[src/rtl/fetch_unit_pkg.sv]
// Shared definitions for the instruction fetch unit: next-PC select codes,
// FSM state encoding and the reset instruction word.
package fetch_unit_pkg;

  // Next-PC select encodings driven by the controller
  localparam logic [1:0] PCSRC_PLUS4     = 2'b00;
  localparam logic [1:0] PCSRC_BRANCH    = 2'b01;
  localparam logic [1:0] PCSRC_JALR      = 2'b10;
  localparam logic [1:0] PCSRC_PLUS4_ALT = 2'b11;

  // addi x0, x0, 0 -- the instruction register holds this out of reset
  localparam logic [31:0] NOP_INSTR = 32'h0000_0013;

  typedef enum logic [1:0] {
    FETCH = 2'd0,
    VALID = 2'd1,
    ERR   = 2'd2
  } fetch_state_t;

endpackage

[src/rtl/fetch_unit_if.sv]
// Instruction memory bus between the fetch unit (master) and the memory (slave).
interface fetch_unit_if;
  logic        imem_req;
  logic [31:0] imem_addr;
  logic        imem_ready;
  logic [31:0] imem_rdata;

  modport master (output imem_req, output imem_addr, input imem_ready, input imem_rdata);
  modport slave  (input imem_req, input imem_addr, output imem_ready, output imem_rdata);
endinterface

[src/rtl/fetch_unit_next_pc_mux.sv]
// Combinational next-PC selection: sequential, PC-relative branch/jal, or jalr.
module next_pc_mux
  import fetch_unit_pkg::*;
(
  input  logic [31:0] pc,
  input  logic [31:0] imm_ext,
  input  logic [31:0] alu_result,
  input  logic [1:0]  pc_src,
  output logic [31:0] next_pc,
  output logic [31:0] pc_plus4
);

  // All sums wrap modulo 2^32; jalr clears bit 0 of the ALU target
  always_comb begin
    pc_plus4 = pc + 32'd4;
    next_pc  = pc_plus4;
    case (pc_src)
      PCSRC_PLUS4:     next_pc = pc_plus4;
      PCSRC_BRANCH:    next_pc = pc + imm_ext;
      PCSRC_JALR:      next_pc = alu_result & 32'hFFFF_FFFE;
      PCSRC_PLUS4_ALT: next_pc = pc_plus4;
      default:         next_pc = pc_plus4;
    endcase
  end

endmodule

[src/rtl/fetch_unit.sv]
// Instruction fetch unit: requests the word at PC, waits for the memory with a
// timeout, holds the instruction until the core advances, then steps the PC.
// Optional macro FETCH_MISALIGN_CHK_EN traps misaligned next-PC targets
// instead of silently clearing the low address bits.
module fetch_unit
  import fetch_unit_pkg::*;
#(
  parameter logic [31:0] RESET_PC = 32'h0000_0000,
  parameter int          TIMEOUT  = 16
)
(
  input  logic         clk,
  input  logic         rst,
  fetch_unit_if.master imem,
  input  logic [1:0]   PCSrc,
  input  logic [31:0]  ImmExt,
  input  logic [31:0]  ALUResult,
  input  logic         advance,
  output logic         instr_valid,
  output logic [31:0]  Instr,
  output logic [6:0]   op,
  output logic [2:0]   func3,
  output logic [6:0]   func7,
  output logic [31:0]  PC,
  output logic [31:0]  PCPlus4,
  output logic         fetch_err
`ifdef FETCH_MISALIGN_CHK_EN
  ,
  output logic         misalign
`endif
);

  localparam logic [7:0] LAST_WAIT = 8'(TIMEOUT - 1);

  fetch_state_t state_q, state_d;
  logic [7:0]   wait_cnt_q, wait_cnt_d;
  logic [31:0]  pc_q, pc_d;
  logic [31:0]  instr_q, instr_d;
  logic [31:0]  next_pc_raw;
`ifdef FETCH_MISALIGN_CHK_EN
  logic         misalign_q, misalign_d;
`endif

  next_pc_mux u_next_pc_mux (
    .pc         (pc_q),
    .imm_ext    (ImmExt),
    .alu_result (ALUResult),
    .pc_src     (PCSrc),
    .next_pc    (next_pc_raw),
    .pc_plus4   (PCPlus4)
  );

  // Next-state logic: memory handshake with timeout, then hold until advance
  always_comb begin
    state_d    = state_q;
    wait_cnt_d = wait_cnt_q;
    pc_d       = pc_q;
    instr_d    = instr_q;
`ifdef FETCH_MISALIGN_CHK_EN
    misalign_d = misalign_q;
`endif
    case (state_q)
      FETCH: begin
        if (imem.imem_ready) begin
          instr_d    = imem.imem_rdata;
          wait_cnt_d = '0;
          state_d    = VALID;
        end else if (wait_cnt_q == LAST_WAIT) begin
          wait_cnt_d = '0;
          state_d    = ERR;
        end else begin
          wait_cnt_d = wait_cnt_q + 8'd1;
        end
      end
      VALID: begin
        if (advance) begin
`ifdef FETCH_MISALIGN_CHK_EN
          if (next_pc_raw[1:0] != 2'b00) begin
            misalign_d = 1'b1;
            state_d    = ERR;
          end else begin
            pc_d    = next_pc_raw;
            state_d = FETCH;
          end
`else
          pc_d    = next_pc_raw & 32'hFFFF_FFFC;
          state_d = FETCH;
`endif
        end
      end
      ERR: begin
        state_d = ERR;
      end
      default: state_d = FETCH;
    endcase
  end

  // State register with synchronous reset; reset discards any fetch in flight
  always_ff @(posedge clk) begin
    if (rst) begin
      state_q    <= FETCH;
      wait_cnt_q <= '0;
      pc_q       <= RESET_PC;
      instr_q    <= NOP_INSTR;
`ifdef FETCH_MISALIGN_CHK_EN
      misalign_q <= 1'b0;
`endif
    end else begin
      state_q    <= state_d;
      wait_cnt_q <= wait_cnt_d;
      pc_q       <= pc_d;
      instr_q    <= instr_d;
`ifdef FETCH_MISALIGN_CHK_EN
      misalign_q <= misalign_d;
`endif
    end
  end

  // Request is held off while reset is asserted so a new fetch starts after release
  assign imem.imem_req  = (state_q == FETCH) && !rst;
  assign imem.imem_addr = pc_q;
  assign instr_valid    = (state_q == VALID);
  assign fetch_err      = (state_q == ERR);
  assign Instr          = instr_q;
  assign op             = instr_q[6:0];
  assign func3          = instr_q[14:12];
  assign func7          = instr_q[31:25];
  assign PC             = pc_q;
`ifdef FETCH_MISALIGN_CHK_EN
  assign misalign       = misalign_q;
`endif

endmodule

[src/flat_wrapper.sv]
// flat-port wrapper written by rule: the top's interface ports become plain ports
module fetch_unit_flat import fetch_unit_pkg::*;
#(
  parameter logic [31:0] RESET_PC = 32'h0000_0000,
  parameter int          TIMEOUT  = 16
)
  (clk, rst, PCSrc, ImmExt, ALUResult, advance, instr_valid, Instr, op, func3, func7, PC, PCPlus4, fetch_err, imem_imem_req, imem_imem_addr, imem_imem_ready, imem_imem_rdata);
  fetch_unit_if imem_i ();
  input  logic clk;
  input  logic rst;
  input  logic [1:0] PCSrc;
  input  logic [31:0] ImmExt;
  input  logic [31:0] ALUResult;
  input  logic advance;
  output logic instr_valid;
  output logic [31:0] Instr;
  output logic [6:0] op;
  output logic [2:0] func3;
  output logic [6:0] func7;
  output logic [31:0] PC;
  output logic [31:0] PCPlus4;
  output logic fetch_err;
  output wire logic [$bits(imem_i.imem_req)-1:0] imem_imem_req;
  output wire logic [$bits(imem_i.imem_addr)-1:0] imem_imem_addr;
  input wire logic [$bits(imem_i.imem_ready)-1:0] imem_imem_ready;
  input wire logic [$bits(imem_i.imem_rdata)-1:0] imem_imem_rdata;
  assign imem_imem_req = imem_i.imem_req;
  assign imem_imem_addr = imem_i.imem_addr;
  assign imem_i.imem_ready = imem_imem_ready;
  assign imem_i.imem_rdata = imem_imem_rdata;
  fetch_unit #(.RESET_PC(RESET_PC), .TIMEOUT(TIMEOUT)) u_core (.clk(clk), .rst(rst), .imem(imem_i), .PCSrc(PCSrc), .ImmExt(ImmExt), .ALUResult(ALUResult), .advance(advance), .instr_valid(instr_valid), .Instr(Instr), .op(op), .func3(func3), .func7(func7), .PC(PC), .PCPlus4(PCPlus4), .fetch_err(fetch_err));
endmodule
[config.mk]
export PLATFORM = sky130hd
export DESIGN_NAME = fetch_unit_flat
export DESIGN_NICKNAME = d
export VERILOG_FILES = /design/src/rtl/fetch_unit_pkg.sv /design/src/rtl/fetch_unit_if.sv /design/src/rtl/fetch_unit_next_pc_mux.sv /design/src/rtl/fetch_unit.sv /design/src/flat_wrapper.sv
export SDC_FILE = /design/constraint.sdc
export NUM_CORES = 1
export LEC_CHECK = 0
export CAP_MARGIN = 40
export CORE_MARGIN = 2
export CORE_UTILIZATION = 35
export DETAILED_ROUTE_END_ITERATION = 10
export PLACE_DENSITY = 0.8
export SYNTH_ARGS = -nofsm -noshare
export SYNTH_HDL_FRONTEND = slang
export SYNTH_SLANG_ARGS = --single-unit
[constraint.sdc]
create_clock -name clk -period 2.7 [get_ports clk]
set_input_delay 0.405 -clock clk [delete_from_list [all_inputs] [get_ports clk]]
set_output_delay 0.405 -clock clk [all_outputs]
set_load 0.01 [all_outputs]
==> results.cfg, run 1 <==
[hold_path]
worstHoldPathCells = 2
holdCritPathClass = reg -> reg

[clock_network]
clk_pin_slew_ns = 0.07
cts_buffers = 9
cts_root_buf = clkbuf_16
clk_latency_ns = 0.34
cts_sinks = 72
cts_tree = yes
htree_levels = 3
clk_path_buf_depth = 2

[sta]
fin_crit_sh = 1.011
fin_crit_ns = 2.728
max_slew.worst_pin.slew_ns = 0.6589
rsz0062_at_grt = true
clock_skew_ns = 0.005146
fmax_ghz = 0.3665
relSlewSlack = 0.5591
fin_ws_ns = -0.02838
whs_ns = 0.4519
hold_viol_final = 0
finalSetupViolCount = 1
slew_viol_final = 0

[critical_path]
crit_type = reg -> reg
path_max_fanout = 4
r2r_slack_ns = -0.03
r2r-start = u_core.PC[2]
end_kind = flop
cp_slowest_cell = dfxtp_2
path_buf_inv = 0
slowest_delay_ns = 0.33
cp-endpoint = u_core.PC[30]
cp_top_family = compound AO/OA/AOI/OAI gates
reg2regPathDepth = 10
crit_start = u_core.PC[2]
worst-path-stages = 10
reg2reg_to = u_core.PC[30]
crit_chain = ha_4, fa_2, a21o_1, a221oi_4, o211ai_2, a31o_4, a31o_4, a211oi_2, mux2i_1, o211ai_2
cp.arrival_ns = 2.96
cp-start-kind = flop
required_ns = 2.93

[logic_synthesis]
synth-edff-count = 0
yosysSeqAreaShare = 0.2549
avgSynthCellArea_um2 = 7.622
synthesis.area_mm2 = 0.005655
synth-main-ff-cell = dfxtp_1
synth_warnings = 0
ys_async_sr_fraction = 0
ys_ff_latch = 72
netlist_instances = 742
yosysUniqueCellTypes = 66

[layout]
multi_input_area_mm2 = 0.003914
regArea_mm2 = 0.001446
n_antenna_cell = 0
nFillCells = 1404
final_net_count = 1152
layout-drive-gt1-share = 0.1812
final_cells = 1237
layout_common_cells = clkdlybuf4s50_1, nand2_1, buf_4
area_growth_syn_to_layout_pct = 62.26
final_common_cell = clkdlybuf4s50_1

[floorplanning]
rows = 46
die_area_mm2 = 0.01719
core_area_mm2 = 0.01583
io_pins = 250
die_w_um = 131.1
dieHeight_um = 131.1
start_util = 0.3573

[global_routing]
grt_pass1_vias = 6258
grt_pass1_wl_mm = 32.93
grt_usage = 0.2353
grt-ovfl-total = 0
antenna_found_initial = 0
grt_max_degree = 50

[placed_design]
dp_cells = 1214
hpwl_mm = 15.87
gp_congestion = 0.9308
numPortBuffers = 239

[route]
dr.pass1.iters = 5
post_drt_wl_per_cell_um = 17.07
drt.antenna.violating_nets = 0
drt_wl_total_mm = 21.11
num_vias = 6552
vias_per_cell = 5.297
drc = 0
first_iter_violations = 554

[power]
cellPowerDensity_mw_per_mm2 = 366.3
p_leak_uw = 0.003903
ir_worst_vdd_mv = 0.3662

[run]
maxCapViolations = 0

[run_status]
status = finished, violations left
violations = negative setup slack
## sequential cells by signal, indices dropped and copies added, names as in the netlist
register,flops
u_core.state_q,2
u_core.wait_cnt_q,8
u_core.Instr,32
u_core.PC,30
## where the power goes
| group | internal (µW) | leakage [µW] | switching (µW) | total, µW |
|---|---|---|---|---|
| clock network | 644 | 0.000136 | 544 | 1190 |
| registers | 1120 | 0.000589 | 45.3 | 1160 |
| logic | 526 | 0.00318 | 486 | 1010 |
## through the flow
step	util	total power (µW)	setup TNS [ns]	cell area [µm²]	setup WS (ns)
after detailed placement	0.5432	2164	-7.667	8597	-0.6046
after global placement	0.5432	2148	-6.639	8597	-0.5889
after CTS	0.5690	3365	-0.1034	9006	-0.1034
after global routing	0.5798	3519	-0.4305	9176	-0.1403
after floorplan	-	1661	-0.1083	5688	-0.07156
final	0.5798	3361	-0.02838	9176	-0.02838
## how the worst min path moves through the flow
stage	from	endpoint	slack, ns
2_1_floorplan	u_core.wait_cnt_q[1]	u_core.wait_cnt_q[1]	0.44
3_3_place_gp	u_core.Instr[18]	u_core.Instr[18]	0.44
3_5_place_dp	u_core.Instr[11]	u_core.Instr[11]	0.45
4_1_cts	u_core.Instr[11]	u_core.Instr[11]	0.45
5_1_grt	u_core.Instr[16]	u_core.Instr[16]	0.48
6_report	u_core.Instr[18]	u_core.Instr[18]	0.45
## tightest hold or removal path: stages, from the launching register on
cell and delay, ns:
dfxtp_1 0.31, nand2_1 0.05, a21oi_1 0.05
## layer usage
metal  track usage  vias up  wire, µm
met2        0.4035      280     10310
li1              -     3182         -
met3       0.04861       38      1440
met4       0.07911        0       479
met5             0        -         0
met1        0.2941     3052      8881
## kinds of logic after synthesis
logic type      Yosys count  share of synthesized area
mux                       4                   0.007080
compound gates          214                     0.2489
buf+inv                 100                     0.1018
other cells               1                  0.0006631
fa+ha+maj                34                    0.07655
simple gates            268                     0.2343
xor+xnor                 49                    0.07588
flops                    72                     0.2549
## timing repair
action | CTS | global route
hold buffers | 0 | 0
endpoints found under the setup margin | 32 | 25
gates resized for setup | 47 | 37
buffers inserted | 2 | 5
pin swaps | 12 | 21
## Yosys cell counts (5+ instances only)
cell type,instances,share of area
nor3_1,8,0.0071
a31oi_1,5,0.0055
nand2b_1,6,0.0066
a21oi_1,93,0.082
ha_1,33,0.073
and2_1,9,0.010
nand4_1,5,0.0055
dfxtp_1,72,0.25
a21o_1,13,0.017
nand3_1,18,0.016
or3_1,7,0.0077
a221o_1,6,0.011
xor2_1,26,0.040
a211oi_1,14,0.019
nor2b_1,11,0.012
inv_1,11,0.0073
nor2_1,50,0.033
nand2_1,111,0.074
buf_4,53,0.070
clkbuf_1,34,0.023
a221oi_1,15,0.023
o21ai_0,27,0.024
and4_1,6,0.0093
xnor2_1,23,0.036
and3_1,13,0.014
## area by class of cell
class | instances | area share
Clock buffer | 9 | 0.02454
Clock inverter | 7 | 0.006954
Inverter | 11 | 0.004500
Multi-Input combinational cell | 575 | 0.4265
Sequential cell | 72 | 0.1576
Tap cell | 216 | 0.02945
Timing Repair Buffer | 347 | 0.3504
No activity file was read; power rests on OpenSTA's default activity.
==> run 2: changes to the inputs <==
CELL_PAD_IN_SITES_DETAIL_PLACEMENT = 1   (was not set)
CELL_PAD_IN_SITES_GLOBAL_PLACEMENT = 1   (was not set)
CORE_MARGIN = not set   (was 2)
CORE_UTILIZATION = 27   (was 35)
PLACE_DENSITY = 0.87   (was 0.8)
==> results.cfg, run 2 (same netlist as run 1, synthesis figures left out) <==
[run_status]
status = finished, violations left
violations = negative setup slack

[layout]
nFillCells = 2394
area_growth_syn_to_layout_pct = 64.78
regArea_mm2 = 0.001460
stdcell_area_mm2 = 0.009319
final_common_cell = clkdlybuf4s50_1
largest_reg_flops = 32
final_cells = 1303
final_net_count = 1163
multi_input_area_mm2 = 0.003906
layout-drive-gt1-share = 0.1890
layout_common_cells = clkdlybuf4s50_1, buf_4, nand2_1

[sta]
whs_ns = 0.4550
rsz0062_at_grt = true
max_slew.worst_pin.slew_ns = 0.6532
relSlewSlack = 0.5629
clock_skew_ns = 0.008111
fin_tns_setup_ns = -0.04435
slew_viol_final = 0
fmax_ghz = 0.3660
hold_viol_final = 0
finalSetupViolCount = 2
fin_ws_ns = -0.03240
fin_crit_ns = 2.732
fin_crit_sh = 1.012

[critical_path]
crit_type = reg -> reg
cp-start-kind = flop
path_max_fanout = 3
end_kind = flop
cp.arrival_ns = 2.95
required_ns = 2.92

[global_routing]
grt_pass1_vias = 7049
grt_max_degree = 50
grt_usage = 0.2249
grt_pass1_wl_mm = 38.24
grt-ovfl-total = 0
antenna_found_initial = 1

[power]
cellPowerDensity_mw_per_mm2 = 363.5
ir_worst_vdd_mv = 0.2808
p_leak_uw = 0.003923

[floorplanning]
io_pins = 250
rows = 52
dieHeight_um = 146.7
die_area_mm2 = 0.02153
core_area_mm2 = 0.02036
start_util = 0.2777
die_w_um = 146.7

[route]
first_iter_violations = 265
drt_wl_total_mm = 25.05
drc = 0
post_drt_wl_per_cell_um = 19.22
vias_per_cell = 5.142
drt.antenna.violating_nets = 0
dr.pass1.iters = 5
num_vias = 6700

[placed_design]
gp_congestion = 0.8643
numPortBuffers = 239
pre_cts_slack_ns = -0.6627
dp_cells = 1274
place_area_mm2 = 0.008710
hpwl_mm = 18.99

[clock_network]
cts_sinks = 72
clk_latency_ns = 0.34
ctsHoldBuffers = 0
htree_levels = 3
clk_pin_slew_ns = 0.07
cts_buffers = 9
cts_root_buf = clkbuf_16
cts_tree = yes
clk_path_buf_depth = 2

[hold_path]
holdCritPathClass = reg -> reg

[run]
maxCapViolations = 0
run 2: changes by cell type in the layout (fill, tap and decap cells not counted), sizes merged:
cell / change
inv: -3
clkbuf: +2
clkinv: +1
buf: +13
diode: +1
dlymetal6s2s: -2
run 2: where the power goes:
part | internal, µW | leakage [µW] | switching (µW)
clock | 655 | 0.000132 | 528
sequential | 1110 | 0.000591 | 45.8
combinational | 530 | 0.00320 | 515
total | 2300 | 0.00392 | 1090
run 2: layout make-up:
cell class              instances  share of cell area
multi-input cells             575              0.4192
repair buffers                358              0.3527
flip-flops and latches         72              0.1567
well taps                     270             0.03625
clock buffers                  11             0.02605
clock inverters                 5            0.004431
inverters                      11            0.004431
diodes                          1           0.0002685
run 2: final timing paths:
kind                                  startpoint               end  slack [ns]  cells past startpoint
worst min-delay path            u_core.Instr[22]  u_core.Instr[22]        0.46                      2
worst max register to register      u_core.PC[2]     u_core.PC[30]       -0.03                     10
worst max-delay path                u_core.PC[2]     u_core.PC[30]       -0.03                     10
worst min register to register  u_core.Instr[22]  u_core.Instr[22]        0.46                      2
run 2: routing by layer:
layer	GRT usage	wire [µm]
met5	0	0
met4	0.08490	736
met3	0.04503	1361
met2	0.4036	12830
met1	0.2618	10120
run 2: metrics by stage:
step             util  total power [µW]
2_1_floorplan       -              1661
3_3_place_gp   0.4277              2160
3_5_place_dp   0.4277              2190
4_1_cts        0.4477              3398
5_1_grt        0.4576              3532
6_report       0.4576              3388
run 2: worst max-delay path, cell delays in order, from the launching register on:
cell      delay, ns
dfxtp_2        0.34
ha_4           0.17
fa_2           0.36
a21o_1         0.20
a221oi_4       0.30
o211ai_2       0.15
a31o_4         0.30
a31o_4         0.23
a211oi_2       0.22
mux2i_1        0.26
o211ai_2       0.09
run 2: repair_timing:
item                       4_1_cts  5_1_grt
setup endpoints to repair       33       23
resized for setup               58       38
buffers inserted                 4        8
pin swaps                       14       19
==> run 3: changes to the inputs <==
CORE_UTILIZATION = 28   (was 27)
PLACE_DENSITY = 0.88   (was 0.87)
SYNTH_HIERARCHICAL = 1   (was not set)
==> results.cfg, run 3 <==
[power]
p_sw_frac = 0.3216
p_sw_uw = 1085
p_comb_frac = 0.311
seqPwrFrac = 0.340
p_leak_uw = 0.004050
p_int_uw = 2290
cellPowerDensity_mw_per_mm2 = 346.4
ir_worst_vdd_mv = 0.2775
power_frac_clock = 0.349

[clock_network]
clk_pin_slew_ns = 0.06
ctsHoldBuffers = 0
clk_path_buf_depth = 2
cts_root_buf = clkbuf_16
cts_buffers = 9
cts_sinks = 72
cts_tree = yes
htree_levels = 3
clk_latency_ns = 0.35

[floorplanning]
io_pins = 250
core_area_mm2 = 0.02122
die_w_um = 150.0
die_area_mm2 = 0.02251
start_util = 0.2892
rows = 53
dieHeight_um = 150.0

[sta]
relSlewSlack = 0.6564
clock_skew_ns = 0.007081
rsz0062_at_grt = true
fin_ws_ns = 0.04676
fin_crit_ns = 2.653
fin_crit_sh = 0.9827
fin_tns_setup_ns = 0
slew_viol_final = 0
finalSetupViolCount = 0
fmax_ghz = 0.3769
hold_viol_final = 0
max_slew.worst_pin.slew_ns = 0.5154

[global_routing]
grt_max_degree = 46
grt_usage = 0.2318
grt_pass1_wl_mm = 40.59
met3_usage = 0.05030
grt_pass1_vias = 7815
grtUsageMet1 = 0.2659
use_met2 = 0.4072
grt-ovfl-total = 0
antenna_found_initial = 0
top_usage_layer = met2

[layout]
area_growth_syn_to_layout_pct = 58.77
largest_reg_flops = 32
layout-drive-gt1-share = 0.1904
regArea_mm2 = 0.001449
nFillCells = 2586
final_common_cell = clkdlybuf4s50_1
final_net_count = 1273
multi_input_area_mm2 = 0.004179
layout_common_cells = clkdlybuf4s50_1, nand2_1, buf_4

[critical_path]
path_max_fanout = 4
cp.arrival_ns = 2.86
end_kind = flop
r2r_slack_ns = 0.05
cp-start-kind = primary input
crit_type = in -> reg
required_ns = 2.90

[run]
maxCapViolations = 0

[route]
vias_per_cell = 5.309
num_vias = 7518
drc = 0
first_iter_violations = 273
drt_wl_total_mm = 26.93
dr.pass1.iters = 5
drt.antenna.violating_nets = 0
post_drt_wl_per_cell_um = 19.01

[logic_synthesis]
synthesis.area_mm2 = 0.006136
synth_warnings = 6
netlist_instances = 844
avgSynthCellArea_um2 = 7.270

[placed_design]
gp_congestion = 0.9014
hpwl_mm = 20.44
pre_cts_slack_ns = -0.3135
numPortBuffers = 241

[run_status]
status = finished clean

[hold_path]
holdCritPathClass = reg -> reg
## run 3: path summary, 6_finish.rpt
check,start,endpoint,depth (start not counted)
max,ImmExt[11],u_core/PC[30],12
min,u_core/Instr[7],u_core/Instr[7],2
max reg2reg,u_core/PC[11],u_core/PC[30],12
min reg2reg,u_core/Instr[7],u_core/Instr[7],2
## run 3: area by class of cell
| cell class | count | share of cell area |
|---|---|---|
| inverters | 20 | 0.007706 |
| repair buffers | 376 | 0.3500 |
| clock inverters | 6 | 0.004495 |
| multi-input cells | 656 | 0.4290 |
| flip-flops and latches | 72 | 0.1487 |
| well taps | 275 | 0.03532 |
| diodes | 1 | 0.0002569 |
| clock buffers | 10 | 0.02453 |
## run 3: critical path: stages
cell and delay, ns:
clkdlybuf4s50_1 0.44, ha_1 0.35, buf_4 0.16, and2_1 0.17
o21ai_0 0.36, buf_4 0.19, nand3_1 0.09, o211ai_1 0.26
mux2i_1 0.26, nor3_2 0.07, nand2_1 0.06, a21oi_1 0.06
## run 3: stage by stage
stage               cells  power (µW)    util  instance area (µm²)  hold WS, ns
floorplan             852        1667       -                 6166       0.4592
global placement     1393        2160  0.4369                 9270       0.4405
detailed placement   1393        2192  0.4369                 9270       0.4501
CTS                  1412        3387  0.4528                 9609       0.4587
global route         1415        3543  0.4590                 9739       0.4792
finish               1416        3375  0.4591                 9742       0.4569
## run 3: timing repair
action / CTS / global route
endpoints found under the setup margin: 20 / 31
buffers inserted: 3 / 3
hold endpoints to repair: 0 / 0
pin swaps: 4 / 6
cloned: 0 / 0
gates resized for setup: 44 / 36
## run 3: layer usage
metal | vias up | part of all wire
met2 | 295 | 0.50
li1 | 3512 | -
met4 | 0 | 0.033
met5 | - | 0
met1 | 3644 | 0.40
met3 | 67 | 0.067
## run 3: power by group through the flow
stage | clock [µW] | combinational (µW) | sequential (µW)
after floorplan | 0 | 476 | 1190
after global placement | 0 | 994 | 1170
after detailed placement | 0 | 1020 | 1170
after CTS | 1210 | 1030 | 1150
after global routing | 1270 | 1120 | 1150
final | 1180 | 1050 | 1150
==> variant, RTL diff (flow settings as in run 2) <==
Re-encode `fetch_state_t` (3 states) as one-hot, 3 bits wide.
--- a/src/rtl/fetch_unit_pkg.sv
+++ b/src/rtl/fetch_unit_pkg.sv
@@ -13,6 +13,6 @@
 
-  typedef enum logic [1:0] {
-    FETCH = 2'd0,
-    VALID = 2'd1,
-    ERR   = 2'd2
+  typedef enum logic [2:0] {
+    FETCH = 3'b001,
+    VALID = 3'b010,
+    ERR   = 3'b100
   } fetch_state_t;
Function: same outputs for any inputs over 4 cycles, from zero or initial values and one cycle with rst high; so few cycles prove little.
==> variant against run 2 <==
Core utilization decreased by 0.081 points. Largest cell class unchanged. Power up 0.63%. Sequential cell count rose by 1. Largest power group unchanged. Via count grew 3.1%. Highest routed layer unchanged. Setup slack worse by 0.045 ns. Final area increased by 0.78%. Routed wire length up 3.8%. The flow still finishes with violations (setup timing). Synthesized area up 1.5%. Non-clock buffer count rose by 2.
==> variant: results (changes against run 2) <==
stage,metric,value,unit,change
sta,final.setup_skew,0.007508,ns,was 0.008111 ns
setup_path,worst-endpoint-arrival,3.01,ns,was 2.95 ns
run_status,status,"complete, but fails checks",,unchanged
sta,final_min_period_over_clock_period,102.9,%,was 101.2%
detailed_routing,routed_via_density,5.271,,was 5.142
global_route,global_route_wire_length_before_repair,38620,um,"was 38,240 um"
final_layout,layout.filler_cells,2494,,"was 2,394"
clock_network,cts_made_buffers,9,,unchanged
final_layout,final_nets,1172,,"was 1,163"
power_and_ir_drop,switching_share,30.63,%,was 32.14%
synth,sequential_area_share_after_synthesis,25.46,%,was 25.49%
worst_hold_path,tightest_hold_check_type,reg2reg,,unchanged
global_route,grt_resource_usage_total,22.67,%,was 22.49%
sta,final.setup.worst_slack,-0.07762,ns,was -0.03240 ns
synth,synth_flop_cell,dfxtp_1,,unchanged
power_and_ir_drop,vdd_ir_drop_max,0.2483,mV,was 0.2808 mV
placed_design,dpl_cell_area,8730,um2,was 8710 um2
global_route,grt_max_degree,47,,was 50
global_route,number_of_antenna_violations_at_the_first_check_in_global_routing,0,,was 1
detailed_routing,first_iter_violations,352,,was 265
synth,synth_xor_area_share,8.241,%,was 7.588%
detailed_routing,routedWlPerCell,19.84,um,was 19.22 um
placed_design,detailedPlacementHpwl,19510,um,"was 18,990 um"
final_layout,drive_above_1_share,19.40,%,was 18.90%
global_route,grt_pass1_vias,6926,,"was 7,049"
placed_design,gpl.final_weighted_congestion,0.8987,,was 0.8643
synth,synth.top_cells.by_area,"dfxtp_1, a21oi_1, nand2_1",,unchanged
power_and_ir_drop,leakagePower,0.003921,uW,was 0.003923 uW
sta,finalSetupViolCount,3,,was 2
synth,synth_top_cells_by_count,"nand2_1, a21oi_1, dfxtp_1, buf_4, nor2_1",,unchanged
sta,timing_worst_slew_pin_value,0.9040,ns,was 0.6532 ns
setup_path,worst-r2r-cell-count,12,,was 10
synth,post_synth_fa_ha_maj_area_fraction,7.543,%,was 7.655%
final_layout,count_of_inserted_antenna_diode_cells,0,,was 1
run_status,violations_in_the_final_reports,setup timing,,unchanged
synth,post_synth_num_cell_types,69,,was 66
synth,synthesized_area_fraction_occupied_by_ao_oa_aoi_and_oai_cells,25.49,%,was 24.89%
synth,synth.mux.area_fraction,0.5450,%,was 0.7080%
-- variant: cell types whose count changed after synthesis, sizes merged, moves of 5 or more --
cell and change:
nor2b -8, nand2 +5, a211o +5, buf +5, xnor2 +14, a221o -5, xor2 -9, nor2 -8
-- variant: stage by stage --
stage,hold slack (ns),total power (uW),cells,setup WS (ns),TNS (ns)
2_1_floorplan,0.4370,1685,756,0.01494,0
3_3_place_gp,0.4411,2159,1278,-0.6226,-6.295
3_5_place_dp,0.4481,2191,1278,-0.6986,-8.113
4_1_cts,0.4548,3421,1306,-0.1182,-0.1558
5_1_grt,0.4761,3567,1311,-0.1760,-0.8736
6_report,0.4534,3409,1311,-0.07762,-0.1953
-- variant: area by class of cell --
type	instances	area, um2	area share (%)
Timing Repair Buffer	360	3288	35.01
Tap cell	270	337.8	3.597
Clock inverter	6	67.56	0.7194
Clock buffer	10	229.0	2.438
Inverter	15	56.30	0.5995
Multi-Input combinational cell	577	3943	41.98
Sequential cell	73	1470	15.65
-- variant: metal layers --
metal | global-route usage (%) | wire (um) | part of all wire [%] | vias up
met5 | 0 | 0 | 0 | -
met3 | 3.889 | 1548 | 6.0 | 43
li1 | - | - | - | 3216
met4 | 9.021 | 690 | 2.7 | 0
met1 | 28.06 | 10870 | 42 | 3407
met2 | 38.89 | 12890 | 50 | 244
-- variant: how the worst min path moves through the flow --
stage	cells after the start	end	slack (ns)	start
finish	2	u_core.Instr[20]	0.45	u_core.Instr[20]
global route	2	u_core.Instr[18]	0.48	u_core.Instr[18]
CTS	2	u_core.Instr[20]	0.45	u_core.Instr[20]
detailed placement	2	u_core.Instr[20]	0.45	u_core.Instr[20]
global placement	2	u_core.Instr[15]	0.44	u_core.Instr[15]
floorplan	1	u_core.state_q[2]	0.44	u_core.state_q[1]
-- variant: what timing repair did --
item / in CTS / in global routing
setup endpoints to repair: 35 / 30
pin swaps: 18 / 19
resized for setup: 61 / 41
buffers inserted: 12 / 5
-- variant: critical path, cell delays in order (launching register included) --
cell,delay [ns]
dfxtp_2,0.32
buf_6,0.11
ha_4,0.15
fa_2,0.38
a21oi_4,0.18
o21ai_2,0.09
a211o_2,0.34
a311oi_4,0.23
buf_6,0.17
o21ai_4,0.08
a41oi_2,0.17
xor2_1,0.11
a2111oi_2,0.34
-- variant: power by group through the flow --
| stage | Clock (uW) | Sequential, uW | Combinational (uW) |
|---|---|---|---|
| final | 1210 | 1200 | 999 |
| after floorplan | 0 | 1240 | 445 |
| after global routing | 1290 | 1200 | 1070 |
| after global placement | 0 | 1210 | 945 |
| after detailed placement | 0 | 1220 | 972 |
| after CTS | 1240 | 1200 | 984 |
